## src/rtl/fp_addsub_seq.sv

```systemverilog
// rtl/fp_addsub_seq.sv - multi-cycle IEEE-754-style floating-point adder/subtractor
module fp_addsub_seq #(
  parameter int EXP_W = 8,
  parameter int MAN_W = 23
) (
  input  logic                 clk,
  input  logic                 reset,
  input  logic                 start,
  input  logic                 op_sub,
  input  logic [EXP_W+MAN_W:0] dataA,
  input  logic [EXP_W+MAN_W:0] dataB,
  output logic                 busy,
  output logic                 done,
  output logic [EXP_W+MAN_W:0] dataR,
  output logic                 flag_invalid,
  output logic                 flag_overflow,
  output logic                 flag_underflow,
  output logic                 flag_inexact
);

  localparam int W  = 1 + EXP_W + MAN_W;
  localparam int MW = MAN_W + 5;   // {carry, hidden, frac, G, R, S}
  localparam int EW = EXP_W + 1;   // one spare bit so exponent overflow is visible
  localparam logic [EXP_W-1:0] EXP_ONES = '1;
  localparam logic [W-1:0]     QNAN = {1'b0, EXP_ONES, 1'b1, {(MAN_W-1){1'b0}}};

  typedef enum logic [2:0] {
    S_IDLE, S_ALIGN, S_ADD, S_NORM, S_ROUND, S_DONE
  } state_t;

  state_t        state_q, state_d;
  logic [W-1:0]  a_q, a_d, b_q, b_d;   // b_q holds B with the effective sign
  logic          sign_q, sign_d, sub_q, sub_d;
  logic [EW-1:0] exp_q, exp_d;
  logic [MW-1:0] big_q, big_d, small_q, small_d;
  logic [W-1:0]  res_q, res_d;
  logic          inv_q, inv_d, ovf_q, ovf_d, unf_q, unf_d, inx_q, inx_d;
  logic          done_q, done_d, busy_q, busy_d;

  // Result staging for the transition into DONE
  logic          fin, fin_inv, fin_ovf, fin_unf, fin_inx;
  logic [W-1:0]  fin_res;

  // Operand unpack and classification
  logic               sa, sb;
  logic [EXP_W-1:0]   ea, eb;
  logic [MAN_W-1:0]   fa, fb;
  logic               a_nan, b_nan, a_inf, b_inf, a_zero, b_zero;

  assign sa     = a_q[W-1];
  assign sb     = b_q[W-1];
  assign ea     = a_q[W-2:MAN_W];
  assign eb     = b_q[W-2:MAN_W];
  assign fa     = a_q[MAN_W-1:0];
  assign fb     = b_q[MAN_W-1:0];
  assign a_nan  = (ea == EXP_ONES) && (fa != '0);
  assign b_nan  = (eb == EXP_ONES) && (fb != '0);
  assign a_inf  = (ea == EXP_ONES) && (fa == '0);
  assign b_inf  = (eb == EXP_ONES) && (fb == '0);
  assign a_zero = (ea == '0);
  assign b_zero = (eb == '0);

  // Magnitude ordering: the larger operand fixes working exponent and sign
  logic               a_big, big_s;
  logic [EXP_W-1:0]   big_e, small_e, ediff;
  logic [MAN_W-1:0]   big_f, small_f;
  logic [MW-1:0]      small_m, small_sh;
  logic               small_lost;

  assign a_big      = a_q[W-2:0] >= b_q[W-2:0];
  assign big_s      = a_big ? sa : sb;
  assign big_e      = a_big ? ea : eb;
  assign small_e    = a_big ? eb : ea;
  assign big_f      = a_big ? fa : fb;
  assign small_f    = a_big ? fb : fa;
  assign ediff      = big_e - small_e;
  assign small_m    = {2'b01, small_f, 3'b000};
  assign small_sh   = small_m >> ediff;
  // Bits pushed below S collapse into the sticky bit
  assign small_lost = |(small_m & ~({MW{1'b1}} << ediff));

  // Add/subtract of aligned magnitudes (big >= small, so no sign flip)
  logic [MW-1:0] sum;
  assign sum = sub_q ? (big_q - small_q) : (big_q + small_q);

  // One-bit left normalisation step
  logic [EW-1:0] exp_dec;
  logic [MW-1:0] shl;
  assign exp_dec = exp_q - EW'(1);
  assign shl     = {big_q[MW-2:0], 1'b0};

  // Round to nearest even on the normalised word
  logic               g, r, s, lsb, inc, rovf;
  logic [MAN_W+1:0]   rsig;
  logic [MAN_W-1:0]   rfrac;
  logic [EW-1:0]      rexp;

  assign lsb   = big_q[3];
  assign g     = big_q[2];
  assign r     = big_q[1];
  assign s     = big_q[0];
  assign inc   = g & (r | s | lsb);
  assign rsig  = {1'b0, big_q[MW-2:3]} + {{(MAN_W+1){1'b0}}, inc};
  assign rfrac = rsig[MAN_W+1] ? rsig[MAN_W:1] : rsig[MAN_W-1:0];
  assign rexp  = exp_q + {{(EW-1){1'b0}}, rsig[MAN_W+1]};
  assign rovf  = rexp >= {1'b0, EXP_ONES};

  // Next-state, datapath and result selection
  always_comb begin
    state_d = state_q;
    a_d     = a_q;
    b_d     = b_q;
    sign_d  = sign_q;
    sub_d   = sub_q;
    exp_d   = exp_q;
    big_d   = big_q;
    small_d = small_q;
    res_d   = res_q;
    inv_d   = inv_q;
    ovf_d   = ovf_q;
    unf_d   = unf_q;
    inx_d   = inx_q;
    fin     = 1'b0;
    fin_res = '0;
    fin_inv = 1'b0;
    fin_ovf = 1'b0;
    fin_unf = 1'b0;
    fin_inx = 1'b0;

    case (state_q)
      S_IDLE, S_DONE: begin
        if (start) begin
          a_d     = dataA;
          b_d     = {dataB[W-1] ^ op_sub, dataB[W-2:0]};
          state_d = S_ALIGN;
        end else begin
          state_d = S_IDLE;
        end
      end
      S_ALIGN: begin
        if (a_nan || b_nan) begin
          fin = 1'b1; fin_res = QNAN; fin_inv = 1'b1;
        end else if (a_inf && b_inf) begin
          fin = 1'b1;
          if (sa != sb) begin
            fin_res = QNAN; fin_inv = 1'b1;
          end else begin
            fin_res = a_q;
          end
        end else if (a_inf) begin
          fin = 1'b1; fin_res = a_q;
        end else if (b_inf) begin
          fin = 1'b1; fin_res = b_q;
        end else if (a_zero && b_zero) begin
          fin = 1'b1; fin_res = {sa & sb, {(W-1){1'b0}}};
        end else if (a_zero) begin
          fin = 1'b1; fin_res = b_q;
        end else if (b_zero) begin
          fin = 1'b1; fin_res = a_q;
        end else begin
          sign_d  = big_s;
          sub_d   = sa ^ sb;
          exp_d   = {1'b0, big_e};
          big_d   = {2'b01, big_f, 3'b000};
          small_d = {small_sh[MW-1:1], small_sh[0] | small_lost};
          state_d = S_ADD;
        end
      end
      S_ADD: begin
        if (sum == '0) begin
          fin = 1'b1; fin_res = '0;
        end else begin
          big_d   = sum;
          state_d = S_NORM;
        end
      end
      S_NORM: begin
        if (big_q[MW-1]) begin
          big_d   = {1'b0, big_q[MW-1:2], big_q[1] | big_q[0]};
          exp_d   = exp_q + EW'(1);
          state_d = S_ROUND;
        end else if (big_q[MW-2]) begin
          state_d = S_ROUND;
        end else begin
          big_d = shl;
          exp_d = exp_dec;
          if (exp_dec == '0) begin
            fin = 1'b1; fin_res = {sign_q, {(W-1){1'b0}}};
            fin_unf = 1'b1; fin_inx = 1'b1;
          end else if (shl[MW-2]) begin
            state_d = S_ROUND;
          end
        end
      end
      S_ROUND: begin
        fin     = 1'b1;
        fin_ovf = rovf;
        fin_inx = g | r | s | rovf;
        fin_res = rovf ? {sign_q, EXP_ONES, {MAN_W{1'b0}}}
                       : {sign_q, rexp[EXP_W-1:0], rfrac};
      end
      default: state_d = S_IDLE;
    endcase

    if (fin) begin
      state_d = S_DONE;
      res_d   = fin_res;
      inv_d   = fin_inv;
      ovf_d   = fin_ovf;
      unf_d   = fin_unf;
      inx_d   = fin_inx;
    end

    done_d = (state_d == S_DONE);
    busy_d = (state_d == S_ALIGN) || (state_d == S_ADD) ||
             (state_d == S_NORM)  || (state_d == S_ROUND);
  end

  // State, datapath and registered outputs; reset discards any operation in flight
  always_ff @(posedge clk or posedge reset) begin
    if (reset) begin
      state_q <= S_IDLE;
      a_q     <= '0;
      b_q     <= '0;
      sign_q  <= 1'b0;
      sub_q   <= 1'b0;
      exp_q   <= '0;
      big_q   <= '0;
      small_q <= '0;
      res_q   <= '0;
      inv_q   <= 1'b0;
      ovf_q   <= 1'b0;
      unf_q   <= 1'b0;
      inx_q   <= 1'b0;
      done_q  <= 1'b0;
      busy_q  <= 1'b0;
    end else begin
      state_q <= state_d;
      a_q     <= a_d;
      b_q     <= b_d;
      sign_q  <= sign_d;
      sub_q   <= sub_d;
      exp_q   <= exp_d;
      big_q   <= big_d;
      small_q <= small_d;
      res_q   <= res_d;
      inv_q   <= inv_d;
      ovf_q   <= ovf_d;
      unf_q   <= unf_d;
      inx_q   <= inx_d;
      done_q  <= done_d;
      busy_q  <= busy_d;
    end
  end

  assign busy           = busy_q;
  assign done           = done_q;
  assign dataR          = res_q;
  assign flag_invalid   = inv_q;
  assign flag_overflow  = ovf_q;
  assign flag_underflow = unf_q;
  assign flag_inexact   = inx_q;

endmodule
```

## config.mk

```make
export PLATFORM = sky130hd
export DESIGN_NAME = fp_addsub_seq
export DESIGN_NICKNAME = d
export VERILOG_FILES = /design/src/rtl/fp_addsub_seq.sv
export SDC_FILE = /design/constraint.sdc
export NUM_CORES = 1
export LEC_CHECK = 0
export BUFFER_PORTS_ARGS = -buffer_cell sky130_fd_sc_hd__clkbuf_2
export CAP_MARGIN = 15
export CELL_PAD_IN_SITES_DETAIL_PLACEMENT = 0
export CELL_PAD_IN_SITES_GLOBAL_PLACEMENT = 2
export CORE_AREA = 2 2 211 213
export DETAILED_ROUTE_END_ITERATION = 8
export DIE_AREA = 0 0 213 215
export GPL_TIMING_DRIVEN = 1
export PLACE_DENSITY = 0.76
export SYNTH_ARGS = -nofsm -noshare
export SYNTH_HDL_FRONTEND = slang
export SYNTH_SLANG_ARGS = --single-unit
```

## constraint.sdc

```tcl
create_clock -name clk -period 6.3 [get_ports clk]
set_input_delay 0.63 -clock clk [delete_from_list [all_inputs] [get_ports clk]]
set_output_delay 0.63 -clock clk [all_outputs]
set_load 0.02 [all_outputs]
```

==> metrics.yaml, run 1 <==
timing.final.hold_violations: 0
cts_hold_buf: 0
period_minus_slack_ns: 5.67
root_buffer: "clkbuf_16"
clk_pin_slew_ns: 0.07
finClkSkew_ns: 0.0154
vias: 14966
tns_ns: 0
clk-insertion-delay-late_ns: 0.47
rsz0062_at_grt: "no"
drc: 0
grt_antenna_before_repair: 1
synthToLayoutAreaGrowth_pct: 11.6
post-cts-setup-buffer-count: 0
overflow: 0
die_h_microns: 215
gp_congestion: 0.950
synth-seq-cells: 171
tightest_slew_ns: 1.07
fmax_ghz: 0.176
rows: 77
cts_buffer_depth: 2
coreArea_sq_mm: 0.0436
synthCells: 1811
r2r_cells: 19
maxSlewViolCount: 0
cts_sinks: 171
crit_fanout: 16
status: "finished, final reports clean"
drtIter0Drc: 1413
grt_pass1_wl_mm: 90.3
maxCapViolCount: 0
grt_pass1_vias: 14333
hp-class: "in -> async"
post-dp-hpwl_mm: 45.3
track_usage_pct: 26.1
boundaryPins: 106
synth_edf_count: 0
drt_pass1_iterations: 5
critPathRequiredTime_ns: 6.59
syn-num-nets: 1947
slew_headroom_pct: 28.8
wire_per_inst_microns: 24.3
ys_warn_count: 0
synth.distinct_cells: 96
htreeDepth: 4
post_cts_resized: 0
syn_area_sq_mm: 0.0151
drtAntennaViolNets: 0
end_kind: "register"
synth.avg_cell_area_sq_um: 8.35
design_area_sq_mm: 0.0169
nNetsFinal: 1978
dpl-instance-area_sq_mm: 0.0162
start_kind: "register"
grt_max_degree: 100
ys.flop_type: "dfrtp_1"
critical_path_class: "reg -> reg"
yosysSeqAreaShare_pct: 28.3
numCtsBuffers: 17
routed_via_density: 6.12
start_util_pct: 34.6
fin_crit_sh_pct: 90.0
n_antenna_cell: 0
final_common_cell: "dfrtp_1"
routed_wirelength_mm: 59.5
layout_common_cells: "170 x dfrtp_1, 167 x nand2_1, 156 x nor2_1"
die_w_microns: 213
critPathArrivalTime_ns: 5.96
synthArstFlopShare_pct: 100
cts_tree: "done"
setup_viol: 0
io_buffers: 105
die_area_sq_mm: 0.0458
drive_gt1_share_pct: 16.6
stage by stage:
step | cells | hold WS [ns] | worst slack, ns | util, %
floorplan | 1811 | 0.481 | 0.981 | -
CTS | 2447 | 0.175 | 0.677 | 38.7
global route | 2447 | 0.197 | 0.227 | 38.7
global placement | 2415 | 0.466 | 0.827 | 37.2
detailed placement | 2415 | 0.473 | 0.720 | 37.2
finish | 2447 | 0.165 | 0.631 | 38.7
critical path, cell delays in order (launching register included):
cell	delay (ns)
dfrtp_1	0.42
nor4_1	0.54
nand2_1	0.21
nor3b_1	0.62
a21oi_1	0.17
xnor2_1	0.18
ha_1	0.40
inv_1	0.12
o21bai_1	0.09
a21o_1	0.18
a21o_1	0.17
a211o_1	0.30
a21oi_1	0.23
nand2_1	0.10
xnor2_1	0.27
o2111ai_2	0.20
or4_1	0.69
buf_4	0.31
o41ai_2	0.22
a31oi_1	0.08
cell families (layout without fill, tap and decap cells):
family,count (synthesis),count (layout),synth area share (%)
xor+xnor,65,65,3.77
buf+inv,207,251,5.43
compound gates,608,608,28.2
flops,171,171,28.3
fa+ha+maj,68,68,5.68
mux,134,134,11.1
simple gates,558,558,17.5
path summary, 6_finish.rpt:
check                      slack [ns]          from            to
setup reg to reg                 0.63    small_q[0]     big_q[11]
setup / recovery                 0.63    small_q[0]     big_q[11]
hold / removal                   0.16         reset          done
hold reg to reg                  0.49  flag_invalid  flag_invalid
min in group clk                 0.37      dataB[2]        b_q[2]
max in group asynchronous        4.70         reset       a_q[12]
sequential cells by signal, summed over array words and instances (netlist names), 3 cells and up:
register,flops
a_q,32
b_q,32
dataR,32
big_q,28
small_q,27
exp_q,9
state_q,3
area by class of cell:
type	instances	area, sq um
inverter	73	279
clock inverter	13	205
sequential	171	4280
clock buffer	19	453
tap	592	741
multi-input combinational	1433	10100
fill	4540	26800
timing repair buffer	146	846
per-layer routing:
layer / up-vias / wire length [microns] / track usage (%)
met4: 2 / 2170 / 10.2
met5: - / 13 / 0
met1: 7425 / 27000 / 37.0
met2: 563 / 26700 / 39.8
met3: 106 / 3590 / 3.86
li1: 6870 / - / -
synthesized netlist by cell type (17+ instances only):
| cell | count | share of area, % |
|---|---|---|
| xnor2_1 | 48 | 2.8 |
| nor2_1 | 157 | 3.9 |
| clkbuf_1 | 94 | 2.3 |
| ha_1 | 67 | 5.5 |
| nand3_1 | 51 | 1.7 |
| nand4_1 | 30 | 1.2 |
| and3_1 | 20 | 0.83 |
| a21oi_1 | 142 | 4.7 |
| a22oi_1 | 35 | 1.7 |
| mux4_2 | 22 | 3.3 |
| o41ai_2 | 21 | 2.3 |
| nand2_1 | 168 | 4.2 |
| mux2_2 | 48 | 3.6 |
| mux2i_1 | 64 | 4.2 |
| dfrtp_1 | 171 | 28 |
| a31oi_1 | 44 | 1.8 |
| inv_1 | 71 | 1.8 |
| xor2_1 | 17 | 0.99 |
| nor4_1 | 21 | 0.87 |
| nor3_1 | 30 | 0.99 |
| o21ai_0 | 112 | 3.7 |
| buf_1 | 17 | 0.42 |
| o22ai_1 | 29 | 1.2 |
| a21o_1 | 45 | 2.2 |
| buf_2 | 19 | 0.63 |
Power of run 1 is not shown: default switching activity piles up to over one toggle a cycle in this logic, so the estimate is an artifact.
==> inputs of run 2 (changes only) <==
- ABC_AREA: unset -> 1
- CORE_AREA: 2 2 211 213 -> 2 2 209 211
- DIE_AREA: 0 0 213 215 -> 0 0 211 213
- PLACE_DENSITY: 0.76 -> 0.82
==> run 2 against run 1 <==
Final area down 3.1%; die area down 1.9%; core utilization down 0.37 points; global-route usage up 1.3 points; maximum frequency up 2.4%; critical path depth up 12; hold slack better by 0.063 ns; synthesized area down 2.4%; routed wire length up 2.1%; critical path type unchanged; critical endpoint is now dataR[21]; largest cell class unchanged.
==> metrics.yaml, run 2 <==
status: "finished, final reports clean"
overflow: 0  # unchanged
final_cells: 2850  # +16%
grt_antenna_before_repair: 1  # unchanged
ys.flop_type: "dfrtp_1"
synth-seq-cells: 171  # unchanged
htreeDepth: 4  # unchanged
drtIter0Drc: 1385  # -2.0%
nNetsFinal: 2428  # +23%
numCtsBuffers: 17  # unchanged
design_area_sq_mm: 0.0163  # -3.1%
maxCapViolCount: 0  # unchanged
routed_wirelength_mm: 60.7  # +2.1%
slew_headroom_pct: 30.7  # +1.9 points
start_util_pct: 34.5  # -0.085 points
wire_per_inst_microns: 21.3  # -12%
routed_via_density: 5.49  # -10%
critical_path_class: "reg -> reg"
tightest_slew_ns: 1.04  # -0.0259 ns
gp_congestion: 0.920  # -3.2%
die_h_microns: 213  # -0.93%
slowest_stage: "nor2_1"
period_minus_slack_ns: 5.53  # -0.135 ns
setup_viol: 0  # unchanged
critPathRequiredTime_ns: 6.72  # +0.13 ns
io_buffers: 105  # unchanged
grt_max_degree: 94  # -6.0%
synthCells: 2238  # +24%
syn-num-nets: 2374  # +22%
placedCellCount: 2819  # +17%
die_w_microns: 211  # -0.94%
critPathArrivalTime_ns: 5.96  # about the same
start_kind: "register"
yosysMostFrequentCell: "nand2_1"
clk-insertion-delay-late_ns: 0.50  # +0.03 ns
cts_buffer_depth: 2  # unchanged
post-dp-hpwl_mm: 47.7  # +5.3%
fmax_ghz: 0.181  # +2.4%
synth_top_area_cell: "dfrtp_1"
synth_common_cells: "599 x nand2_1, 262 x inv_1, 251 x o21ai_0, 171 x dfrtp_1, 155 x nand3_1"
grt_pass1_vias: 14907  # +4.0%
vias: 15655  # +4.6%
cpPeakStageDelay_ns: 0.45  # -0.24 ns
fin_crit_sh_pct: 87.8  # -2.1 points
synth.avg_cell_area_sq_um: 6.59  # -21%
clk_pin_slew_ns: 0.07  # about the same
drt_pass1_iterations: 6  # +1
post-cts-setup-buffer-count: 0  # unchanged
final_common_cell: "nand2_1"
drive_gt1_share_pct: 8.51  # -8.1 points
coreArea_sq_mm: 0.0427  # -2.2%
synthArstFlopShare_pct: 100  # unchanged
synth_edf_count: 0  # unchanged
fillCellCount: 4674  # +3.0%
synthTopCellsByArea: "dfrtp_1 29%, nand2_1 15%, o21ai_0 8.5%, inv_1 6.7%, ha_1 5.7%"
syn_area_sq_mm: 0.0148  # -2.4%
dpl-instance-area_sq_mm: 0.0157  # -3.0%
maxSlewViolCount: 0  # unchanged
timing.final.hold_violations: 0  # unchanged
synthToLayoutAreaGrowth_pct: 10.8
root_buffer: "clkbuf_16"
n_antenna_cell: 0  # unchanged
rows: 76  # -1.3%
yosysSeqAreaShare_pct: 29.0  # +0.70 points
drc: 0  # unchanged
synth.distinct_cells: 59  # -39%
finClkSkew_ns: 0.0168  # +0.00140 ns
hp-class: "in -> async"
ys_warn_count: 0  # unchanged
cp_common_cell: "inv_1"
drtAntennaViolNets: 0  # unchanged
tns_ns: 0  # unchanged
grt_pass1_wl_mm: 92.0  # +1.9%
boundaryPins: 106  # unchanged
layout_common_cells: "599 x nand2_1, 260 x inv_1, 251 x o21ai_0"
die_area_sq_mm: 0.0449  # -1.9%
end_kind: "register"
synth_top_area_share_pct: 29.0  # +0.70 points
track_usage_pct: 27.4  # +1.3 points
rsz0062_at_grt: "no"
cts_sinks: 171  # unchanged
cts_tree: "done"
crit_fanout: 8  # -8
-- run 2: changes by cell type after synthesis, moves of 32 or more --
cell,delta
nand3_1,+104
a21o_1,-42
xnor2_1,-34
a22oi_1,-33
mux2_2,-48
mux2i_1,-64
a31oi_1,-32
o21ai_0,+139
o211ai_1,+39
inv_1,+191
nand2_1,+431
xor2_1,+50
-- run 2: worst paths after layout --
kind / cells after the start / from / slack, ns / to
worst min register to register: 2 / dataR[26] / 0.48 / dataR[26]
min in group clk: 3 / dataB[29] / 0.34 / b_q[29]
worst min-delay path: 2 / reset / 0.23 / exp_q[4]
max in group asynchronous: 3 / reset / 4.81 / small_q[25]
worst max-delay path: 31 / big_q[2] / 0.77 / dataR[21]
worst max register to register: 31 / big_q[2] / 0.77 / dataR[21]
-- run 2: area by class of cell --
class	count	area (sq um)	share of cell area, %
Clock buffer	20	457	2.79
Clock inverter	11	159	0.972
Inverter	269	1020	6.21
Multi-Input combinational cell	1706	9060	55.4
Sequential cell	171	4280	26.2
Tap cell	546	683	4.18
Timing Repair Buffer	127	691	4.22
-- run 2: through the flow --
step / setup slack (ns) / util (%) / hold slack, ns
6_report: 0.766 / 38.3 / 0.228
3_5_place_dp: 0.736 / 36.8 / 0.467
3_3_place_gp: 0.956 / 36.8 / 0.468
4_1_cts: 0.694 / 38.3 / 0.252
2_1_floorplan: 1.04 / - / 0.449
5_1_grt: 0.171 / 38.3 / 0.314
-- run 2: per-layer routing --
| layer | vias to the layer above | GRT usage [%] | wire length, microns | share of wire (%) |
|---|---|---|---|---|
| met5 | - | 0 | 0 | 0 |
| met4 | 0 | 8.14 | 1230 | 2.0 |
| met2 | 534 | 41.9 | 26700 | 44 |
| met1 | 7442 | 39.7 | 28800 | 47 |
| li1 | 7622 | - | - | - |
| met3 | 57 | 4.34 | 3970 | 6.5 |
-- run 2: what timing repair did --
action	in CTS	in global routing
resized for setup	0	1
hold buffers	0	0
endpoints found under the setup margin	0	1
-- run 2: logic make-up after synthesis --
group | synth area share [%]
compound gates | 20.9
xor+xnor | 5.22
fa+ha+maj | 5.82
buf+inv | 9.59
flops | 29.0
simple gates | 29.5
-- run 2: critical path: cells and delay by family, from the launching register on --
family	cells	cell delay, ns
compound gates	2	0.23
xor+xnor	1	0.23
fa+ha+maj	3	0.54
buf+inv	7	0.78
flops	1	0.42
simple gates	18	3.27
Power of run 2 is left out for the same reason.
==> inputs of run 3 (changes only) <==
- CORE_AREA: 2 2 209 211 -> 2 2 222 224
- DIE_AREA: 0 0 211 213 -> 0 0 224 226
- PLACE_DENSITY: 0.82 -> 0.77
- clock period: 6.3 -> 4.45 ns (I/O delays scaled with it)
==> run 3 against run 2 <==
Routed wire length up 7.3%; maximum frequency rose by 28%; via count rose by 7.0%; cell count grew 11%; clock-buffer cell count decreased by 2.
==> metrics.yaml, run 3 (synthesized netlist as in run 2, its figures left out) <==
numCtsBuffers: 17  # unchanged
setup_slack_ns: 0.136  # -0.630 ns
io_buffers: 105  # unchanged
die_h_microns: 226  # +6.1%
gp_congestion: 0.922  # +0.23%
layout_common_cells: "565 x nand2_1, 245 x inv_1, 239 x buf_4"
root_buffer: "clkbuf_16"
fillCellCount: 5122  # +9.6%
fin_crit_sh_pct: 96.9  # +9.1 points
rrSetupSlack_ns: 0.14  # -0.63 ns
r2r_cells: 30  # -3.2%
vias: 16751  # +7.0%
n_antenna_cell: 0  # unchanged
fin_util_pct: 39.9  # +1.6 points
slowest_stage: "dfrtp_1"
cts_buffer_depth: 2  # unchanged
rr_startpoint: "big_q[3]"
clk-insertion-delay-late_ns: 0.50  # about the same
tns_ns: 0  # unchanged
coreArea_sq_mm: 0.0483  # +13%
finClkSkew_ns: 0.0149  # -0.00188 ns
drc: 0  # unchanged
period_minus_slack_ns: 4.31  # -1.22 ns
cts_tree: "done"
routed_wirelength_mm: 65.1  # +7.3%
start_util_pct: 30.5  # -4.0 points
dp_slack_ns: -0.536  # -1.27 ns
drt_pass1_iterations: 6  # unchanged
nNetsFinal: 2663  # +9.7%
routed_via_density: 5.30  # -3.6%
grt_pass1_wl_mm: 95.9  # +4.3%
setup_viol: 0  # unchanged
wire_per_inst_microns: 20.6  # -3.3%
grt_pass1_vias: 15758  # +5.7%
tightest_slew_ns: 0.910  # -0.130 ns
die_w_microns: 224  # +6.2%
cts_sinks: 171  # unchanged
start_kind: "register"
slew_headroom_pct: 39.3  # +8.6 points
timing.final.hold_violations: 0  # unchanged
clk_pin_slew_ns: 0.08  # about the same
critical_path_class: "reg -> reg"
overflow: 0  # unchanged
synthToLayoutAreaGrowth_pct: 30.6
end_kind: "register"
maxCapViolCount: 0  # unchanged
boundaryPins: 106  # unchanged
cpPeakStageDelay_ns: 0.37  # -0.08 ns
maxSlewViolCount: 0  # unchanged
status: "finished, final reports clean"
grt_max_degree: 133  # +41%
drtAntennaViolNets: 0  # unchanged
post-dp-hpwl_mm: 50.6  # +6.0%
fmax_ghz: 0.232  # +28%
rr_endpoint: "dataR[0]"
grt_antenna_before_repair: 1  # unchanged
critPathArrivalTime_ns: 4.74  # -1.22 ns
rsz0062_at_grt: "yes"
htreeDepth: 4  # unchanged
drive_gt1_share_pct: 22.8  # +14 points
critPathRequiredTime_ns: 4.88  # -1.84 ns
rows: 81  # +6.6%
drtIter0Drc: 1606  # +16%
crit_fanout: 4  # -4
die_area_sq_mm: 0.0506  # +13%
final_common_cell: "nand2_1"
hp-class: "in -> async"
track_usage_pct: 25.3  # -2.1 points
[run 3: cell types whose count changed in the layout (fill, tap and decap cells not counted), sizes merged]
cell,delta
inv,+4
buf,+228
bufinv,-1
nand3,+1
nor2,+2
clkbuf,+2
[run 3: worst max-delay path, delay by kind of cell, from the launching register on]
family	cells	cell delay, ns
buf+inv	7	0.63
xor+xnor	1	0.28
flops	1	0.37
fa+ha+maj	3	0.42
simple gates	18	2.40
compound gates	1	0.15
[run 3: repair_timing]
item | CTS | global route
gates cloned | 0 | 7
pin swaps | 13 | 59
endpoints found under the setup margin | 69 | 81
hold buffers | 0 | 0
buffers inserted | 9 | 27
resized for setup | 40 | 187
[run 3: worst max path at each step]
stage	slack, ns	endpoint	start
floorplan	0.07	dataR[21]	big_q[2]
global placement	-0.54	dataR[11]	big_q[3]
detailed placement	-0.54	dataR[11]	big_q[3]
CTS	0.004	dataR[11]	big_q[3]
global route	-0.14	dataR[19]	big_q[3]
finish	0.14	dataR[0]	big_q[3]
[run 3: stage by stage]
step	instances	hold WS, ns	area, sq um
6_report	3162	0.0490	19300
5_1_grt	3162	0.135	19300
4_1_cts	3128	0.114	18200
3_5_place_dp	3087	0.462	17300
3_3_place_gp	3087	0.456	17300
2_1_floorplan	2238	0.449	14800
[run 3: cell type report]
cell class	instances	area (sq um)	share of cell area [%]
clock buffers	18	429	2.23
clock inverters	14	176	0.916
inverters	269	1030	5.36
well taps	622	778	4.04
flip-flops and latches	171	4280	22.2
repair buffers	359	2600	13.5
multi-input cells	1709	9970	51.7
[run 3: metal layers]
| metal | vias up | wire length [microns] | GRT usage, % |
|---|---|---|---|
| li1 | 8112 | - | - |
| met4 | 0 | 1500 | 6.58 |
| met5 | - | 0 | 0 |
| met3 | 72 | 5270 | 5.95 |
| met2 | 606 | 28700 | 38.8 |
| met1 | 7961 | 29700 | 35.5 |
Power of run 3 is left out for the same reason.
